$ cat src/rtl/ex_mem_buffer.sv
// ---------------------------------------------------------------------------
// ex_mem_buffer
//
// Two-entry elastic pipeline buffer between the execute and memory stages.
// Packets from the execute stage are accepted with a valid/ready handshake,
// held in FIFO order and presented to the memory stage, which drains them
// with its own valid/ready handshake. The head packet also drives the
// register-forwarding outputs. A saturating counter records how many cycles
// the execute stage was held off by a full buffer.
//
// Ports
//   clk_i          : clock, all state updates on the rising edge
//   rst_i          : asynchronous active-low reset
//   flush_i        : synchronous flush of all buffered packets
//   valid_i        : execute stage presents a packet
//   ready_o        : buffer can accept a packet this cycle
//   ALUResult_i    : execute-stage result            (DATA_W)
//   Zero_i         : execute-stage equality flag
//   RS2data_i      : store data                      (DATA_W)
//   RDaddr_i       : destination register            (5)
//   Ctrl_i         : {RegWrite, MemtoReg, MemRead, MemWrite}
//   valid_o        : head packet is valid
//   ready_i        : memory stage accepts the head packet
//   ALUResult_o .. Ctrl_o : head packet fields, zero while empty
//   Fwd_RegWrite_o : head packet will write a nonzero register
//   Fwd_RDaddr_o   : forwarding destination (equals RDaddr_o)
//   stall_cnt_o    : saturating count of backpressure cycles
// ---------------------------------------------------------------------------
module ex_mem_buffer #(
  parameter int DATA_W = 32
) (
  input  logic              clk_i,
  input  logic              rst_i,
  input  logic              flush_i,
  input  logic              valid_i,
  output logic              ready_o,
  input  logic [DATA_W-1:0] ALUResult_i,
  input  logic              Zero_i,
  input  logic [DATA_W-1:0] RS2data_i,
  input  logic [4:0]        RDaddr_i,
  input  logic [3:0]        Ctrl_i,
  output logic              valid_o,
  input  logic              ready_i,
  output logic [DATA_W-1:0] ALUResult_o,
  output logic              Zero_o,
  output logic [DATA_W-1:0] RS2data_o,
  output logic [4:0]        RDaddr_o,
  output logic [3:0]        Ctrl_o,
  output logic              Fwd_RegWrite_o,
  output logic [4:0]        Fwd_RDaddr_o,
  output logic [7:0]        stall_cnt_o
);

  // One buffered packet; field order matches the port list.
  typedef struct packed {
    logic [DATA_W-1:0] alu_result;
    logic              zero;
    logic [DATA_W-1:0] rs2_data;
    logic [4:0]        rd_addr;
    logic [3:0]        ctrl;
  } packet_t;

  localparam logic [1:0] DEPTH = 2'd2;

  // Control state
  logic [1:0] count;
  logic       rd_ptr;
  logic       wr_ptr;
  logic [7:0] stall_cnt;

  // Storage and datapath
  packet_t    slots [2];
  packet_t    in_pkt;
  packet_t    head_pkt;
  packet_t    out_pkt;

  logic       push;
  logic       pop;

  // -------------------------------------------------------------------------
  // Handshake decode. ready_o depends on registered occupancy only, so there
  // is no combinational path from ready_i back to the execute stage; a slot
  // freed by a pop at count 2 is offered again only on the following cycle.
  // -------------------------------------------------------------------------
  assign ready_o = (count < DEPTH);
  assign valid_o = (count != 2'd0);
  assign push    = valid_i & ready_o;
  assign pop     = valid_o & ready_i;

  assign in_pkt = '{
    alu_result: ALUResult_i,
    zero:       Zero_i,
    rs2_data:   RS2data_i,
    rd_addr:    RDaddr_i,
    ctrl:       Ctrl_i
  };

  // -------------------------------------------------------------------------
  // Occupancy and pointers. Flush wins over any same-cycle push or pop.
  // NOTE: state registers use non-blocking assignments so every flop samples
  // the pre-edge values, independent of statement order.
  // -------------------------------------------------------------------------
  always_ff @(posedge clk_i or negedge rst_i) begin
    if (!rst_i) begin
      count  <= 2'd0;
      rd_ptr <= 1'b0;
      wr_ptr <= 1'b0;
    end else if (flush_i) begin
      count  <= 2'd0;
      rd_ptr <= 1'b0;
      wr_ptr <= 1'b0;
    end else begin
      count <= count + {1'b0, push} - {1'b0, pop};
      if (pop) begin
        rd_ptr <= ~rd_ptr;
      end
      if (push) begin
        wr_ptr <= ~wr_ptr;
      end
    end
  end

  // -------------------------------------------------------------------------
  // Packet storage.
  // NOTE: the slots are deliberately left out of reset; nothing observes a
  // slot unless occupancy says it holds a packet, and the outputs are forced
  // to zero while empty, so stale contents are never visible.
  // -------------------------------------------------------------------------
  always_ff @(posedge clk_i) begin
    if (push && !flush_i) begin
      slots[wr_ptr] <= in_pkt;
    end
  end

  // -------------------------------------------------------------------------
  // Output selection: head slot while occupied, all zeros while empty.
  // NOTE: out_pkt is given a default before the conditional so every path
  // assigns it and no latch is inferred.
  // -------------------------------------------------------------------------
  assign head_pkt = slots[rd_ptr];

  always_comb begin
    out_pkt = '0;
    if (valid_o) begin
      out_pkt = head_pkt;
    end
  end

  assign ALUResult_o = out_pkt.alu_result;
  assign Zero_o      = out_pkt.zero;
  assign RS2data_o   = out_pkt.rs2_data;
  assign RDaddr_o    = out_pkt.rd_addr;
  assign Ctrl_o      = out_pkt.ctrl;

  // Forwarding: writes to x0 are architecturally discarded, so they are not
  // advertised as register writes.
  assign Fwd_RDaddr_o   = out_pkt.rd_addr;
  assign Fwd_RegWrite_o = valid_o & out_pkt.ctrl[3] & (out_pkt.rd_addr != 5'd0);

  // -------------------------------------------------------------------------
  // Backpressure statistics. Counts every cycle the execute stage offers a
  // packet the buffer cannot take. It survives flushes so that a pipeline
  // redirect does not erase the performance history; only reset clears it.
  // -------------------------------------------------------------------------
  always_ff @(posedge clk_i or negedge rst_i) begin
    if (!rst_i) begin
      stall_cnt <= 8'd0;
    end else if (valid_i && !ready_o && (stall_cnt != 8'hFF)) begin
      stall_cnt <= stall_cnt + 8'd1;
    end
  end

  assign stall_cnt_o = stall_cnt;

  // -------------------------------------------------------------------------
  // Structural invariants
  // -------------------------------------------------------------------------
  a_count_range : assert property (@(posedge clk_i) disable iff (!rst_i)
    count <= DEPTH);

  a_ptr_consistent : assert property (@(posedge clk_i) disable iff (!rst_i)
    (count == DEPTH) || (count == 2'd0) ? (rd_ptr == wr_ptr) : (rd_ptr != wr_ptr));

endmodule

$ cat config.mk
export PLATFORM = sky130hd
export DESIGN_NAME = ex_mem_buffer
export DESIGN_NICKNAME = d
export VERILOG_FILES = /design/src/rtl/ex_mem_buffer.sv
export SDC_FILE = /design/constraint.sdc
export NUM_CORES = 1
export LEC_CHECK = 0
export CAP_MARGIN = 10
export CORE_ASPECT_RATIO = 1.75
export CORE_UTILIZATION = 42
export CTS_CLUSTER_DIAMETER = 80
export DETAILED_ROUTE_END_ITERATION = 10
export PLACE_DENSITY = 0.74
export SLEW_MARGIN = 20
export SYNTH_ARGS = -nofsm -noshare
export SYNTH_HDL_FRONTEND = slang
export SYNTH_SLANG_ARGS = --single-unit
$ cat constraint.sdc
create_clock -name clk_i -period 6.9 [get_ports clk_i]
set_input_delay 1.38 -clock clk_i [delete_from_list [all_inputs] [get_ports clk_i]]
set_output_delay 1.38 -clock clk_i [all_outputs]
set_load 0.005 [all_outputs]
; ---- Yosys cells after proc, flatten, opt, wreduce, memory -nomap -nowiden
; Memory sizes are Yosys's and may differ from the RTL's.
; Index checks and enable logic that the tools add are counted.
[op_classes]
addsub = 3
order_cmp = 1
eq_ne = 1
n_mux = 8
n_bitwise = 6
n_reduce_logical = 9
[op_table]
columns = operator, n
row1 = $mux 74, 1
row2 = $add 8x1->8 const B, 1
row3 = $ne 8x8->1 const B, 1
row4 = $mux 1, 6
row5 = $reduce_bool 2->1, 3
row6 = $reduce_bool 5->1, 1
row7 = $and 1x1->1, 4
row8 = $logic_and 1x1->1, 3
row9 = $add 2x1->2, 1
row10 = $logic_not 1->1, 2
row11 = $lt 2x2->1 const B, 1
row12 = $mux 2, 1
row13 = $not 1->1, 2
row14 = $sub 2x1->2, 1
[word_totals]
ff_bits = 12
mem_bits_rw = 148
inputBits = 79
out_inout_bits = 90
word_cells = 33
memories = 1
[mem_list]
columns = memory, words, word_bits, read_ports, rd_clocked_by_memory_dff, write_ports, line_no
row1 = slots, 2, 74, 1, 0, 1, 72  ; packet_t slots [2];

; ---- Logic depth before layout (Yosys ltp)
[logic_depth]
depth_word = 5
depth_mapped = 7
ltp_nobuf = 6

; ---- Worst setup path before layout
; No wires, ideal clock.
[synth_path]
kind = input port to flip-flop
from = in valid_i
to = mem slots[1][0] in the netlist's numbering, enable pin
setup_ns = 0.612
t_arrival_ns = 7.059
t_required_ns = 6.288
path_slack_ns = -0.771
stages = 2
path_buffers = 0
cell_sequence = or2b_1 nor3b_1
[synth_via]
elab_chain_len = 4
[synth_lines]
columns = element, line_no
row1 = start: declaration, 35  ; input logic valid_i,
row2 = $and 1x1->1, 87  ; assign push = valid_i & ready_o;
row3 = $logic_and 1x1->1, 130  ; if (push && !flush_i) begin
row4 = $mux 1, 130
row5 = $mux 1 (implied by the code), 131  ; slots[wr_ptr] <= in_pkt;
row6 = end: declaration, 72
; No other way between the ends.

; ---- Final worst setup path
[layout_path]
from = reg rd_ptr
to = out RS2data_o[16]
[layout_via]
elab_chain_len = 2
[layout_lines]
columns = element, line_no
row1 = start: declaration, 67  ; logic rd_ptr;
row2 = start signal: assignment, 115  ; rd_ptr <= ~rd_ptr;
row3 = $mem_v2 2x74, n/a
row4 = $mux 74, 144  ; if (valid_o) begin
row5 = end: declaration, 46  ; output logic [DATA_W-1:0] RS2data_o,
; No other way between the ends.

==> reports/metrics.csv <==
metric,value,unit
Detailed Route Iter0 Violations,156,
Synth Warn #,0,
status,"complete, no violations",
routed len/inst,17.5,um
"commonest non-fill, non-tap cell in the layout",clkdlybuf4s50_1,
Peak VDD IR,207,uV
Syn Area/Cell,16.3,sq um
crit path launch type,register,
"Seq/Total Area, Yosys",75.2,%
Buf/Inv on CP,2,
Leak,2.94,nW
Tcrit/Tclk final,61.0,%
Critical Path Fanout Max,43,
Area Growth Syn to Fin,38.8,%
unrepaired setup endpoints after global routing,false,
total gr overflow,0,
CP top delay family,buffers and inverters,
All-Layer GR Usage,17.6,%
Critical Path AT,2.83,ns
filler cell count,1131,
Hold Path Class,register to register,
Clk pwr share,32.7,%
antenna-violating nets left,0,
die footprint,15500,sq um
switch share,25.5,%
Area after DPL,8130,sq um
"Req. time, crit path",5.52,ns
DRT Wirelength,13.1,mm
Core Rows,58,
drt drc,0,
Synth Register Bits,160,
GPL Wtd Cong,0.806,
core area,14500,sq um
CP max stage cell,dfrtp_4,
TritonCTS clock tree,done,
cts bufs inserted,17,
TNS Setup,0,ns
vias per inst,5.01,
min Tclk post-route,4.21,ns
Final HPWL DP,8.80,mm
# Post-CTS Setup Buffers,0,
Crit path largest cell delay,0.82,ns
Slew HR,50.7,%
NetSw,0.000721,W
Worst-path clk slew,0.06,ns
Finished Cell Area,8750,sq um
Final nets,639,
H-tree depth,4,
FF/Latch Area,4750,sq um
IO Pins,169,
first-pass GRT wire length,20.0,mm
proportion of layout cells with a drive suffix above 1,8.07,%
vias in the first global route,3968,
Max Cap Viol,0,
Post-CTS Hold Fix Bufs,0,
multi-input logic area,1420,sq um
Initial Util,43.4,%
Final setup viols,0,
"commonest non-fill, non-tap cells in the layout","168 x clkdlybuf4s50_1, 148 x edfxtp_1, 78 x nor2_1, 74 x mux2i_1, 17 x clkbuf_16",
max-slew violations,0,
final total power,0.00283,W
CTS Sinks,160,
Clock Latency Late Sink,0.40,ns
largest net degree at the start of global routing,49,
Max Freq,238,MHz
Int Pwr,0.00211,W
Die Ht,164,um
combinational share of power,24.9,%
initial antenna violation count,0,
pwr/cell area,324,nW/um^2
maximum buffer depth of the clock tree,2,
final setup skew,0.00795,ns
die width,94.6,um
DR pass1 iterations,4,
Post-Syn Nets,469,
sequential power share,42.3,%
number of diodes,0,
Root Driver,clkbuf_16,
Slew @ Worst Pin,0.740,ns
vias post-DR,3758,
post-synthesis cell type count,35,
post-CTS sizing,0,
Setup Crit Path Kind,register to output pin,
final hold vios,0,
Synth Cell Area,6310,sq um
CP Capture Type,output pin,
Synth Instances,388,
Port Buffer Count,168,
worst-path cell chain,"buf_4, mux2i_1, nor2_1, clkdlybuf4s50_1",
layout make-up:
type	count	area share [%]
clock buffer	19	4.95
clock inverter	12	1.80
inverter	3	0.129
multi-input combinational	201	16.3
sequential	160	54.3
tap	180	2.57
timing repair buffer	175	20.0
synth_stat cells, drive strengths merged:
master | instances | share of area (%)
nand2b | 1 | 0.099
a21oi | 6 | 0.48
clkbuf | 6 | 0.36
or2b | 1 | 0.12
mux2 | 3 | 0.60
nand3 | 3 | 0.24
o41a | 1 | 0.18
o21ai | 2 | 0.16
inv | 3 | 0.18
nor2 | 79 | 4.8
o211ai | 1 | 0.12
buf | 18 | 2.0
o2111a | 1 | 0.18
dfrtp | 12 | 4.8
and4bb | 1 | 0.20
ha | 2 | 0.40
edfxtp | 148 | 70
o21a | 1 | 0.12
nand2 | 3 | 0.18
and4 | 3 | 0.50
nor3b | 1 | 0.12
a31oi | 4 | 0.40
nor2b | 3 | 0.30
mux2i | 74 | 12
a41oi | 1 | 0.14
xnor2 | 1 | 0.14
xor2 | 2 | 0.28
nand4 | 3 | 0.40
nor3 | 4 | 0.32
per-layer routing:
layer	vias to the layer above	track usage, %	share of wire (%)
met5	-	0	0
met4	0	7.16	2.3
met3	18	3.98	4.0
met2	113	32.2	57
met1	1848	19.0	36
li1	1779	-	-
logic make-up after synthesis:
family	synth area share [%]
adders and majority gates	0.397
and+or+nand+nor	7.28
DFF	75.2
muxes	12.3
AOI/OAI and AO/OA	1.77
buffers and inverters	2.56
xor gates and xnor gates	0.417
metrics by stage:
stage / hold WS, ns / cells / util (%) / worst slack (ns)
floorplan: 0.536 / 388 / - / 1.84
detailed placement: 0.563 / 718 / 56.0 / 2.98
global route: 0.610 / 750 / 60.3 / 2.52
finish: 0.577 / 750 / 60.3 / 2.69
global placement: 0.582 / 718 / 56.0 / 3.00
CTS: 0.577 / 749 / 60.1 / 2.54
sequential cells by signal (all words and copies together), names as in the netlist:
name / flops
stall_cnt_o: 8
slots: 148
count: 2
wr_ptr: 1
rd_ptr: 1
path summary, 6_finish.rpt:
path	start	to	slack (ns)	depth (start not counted)
max	rd_ptr	RS2data_o[16]	2.69	4
min	stall_cnt_o[1]	stall_cnt_o[1]	0.58	1
max reg2reg	count[1]	slots[1][8]	4.97	3
min reg2reg	stall_cnt_o[1]	stall_cnt_o[1]	0.58	1
max in group asynchronous	rst_i	rd_ptr	5.12	1
min in group asynchronous	rst_i	stall_cnt_o[7]	1.35	1
power groups by stage:
stage          clock (W)  combinational (W)  sequential (W)
2_1_floorplan          0           0.000344         0.00119
3_3_place_gp           0           0.000689         0.00122
3_5_place_dp           0           0.000697         0.00122
4_1_cts         0.000942           0.000702         0.00120
5_1_grt         0.000986           0.000762         0.00121
6_report        0.000928           0.000707         0.00120
(Power assumes the default switching activity.)
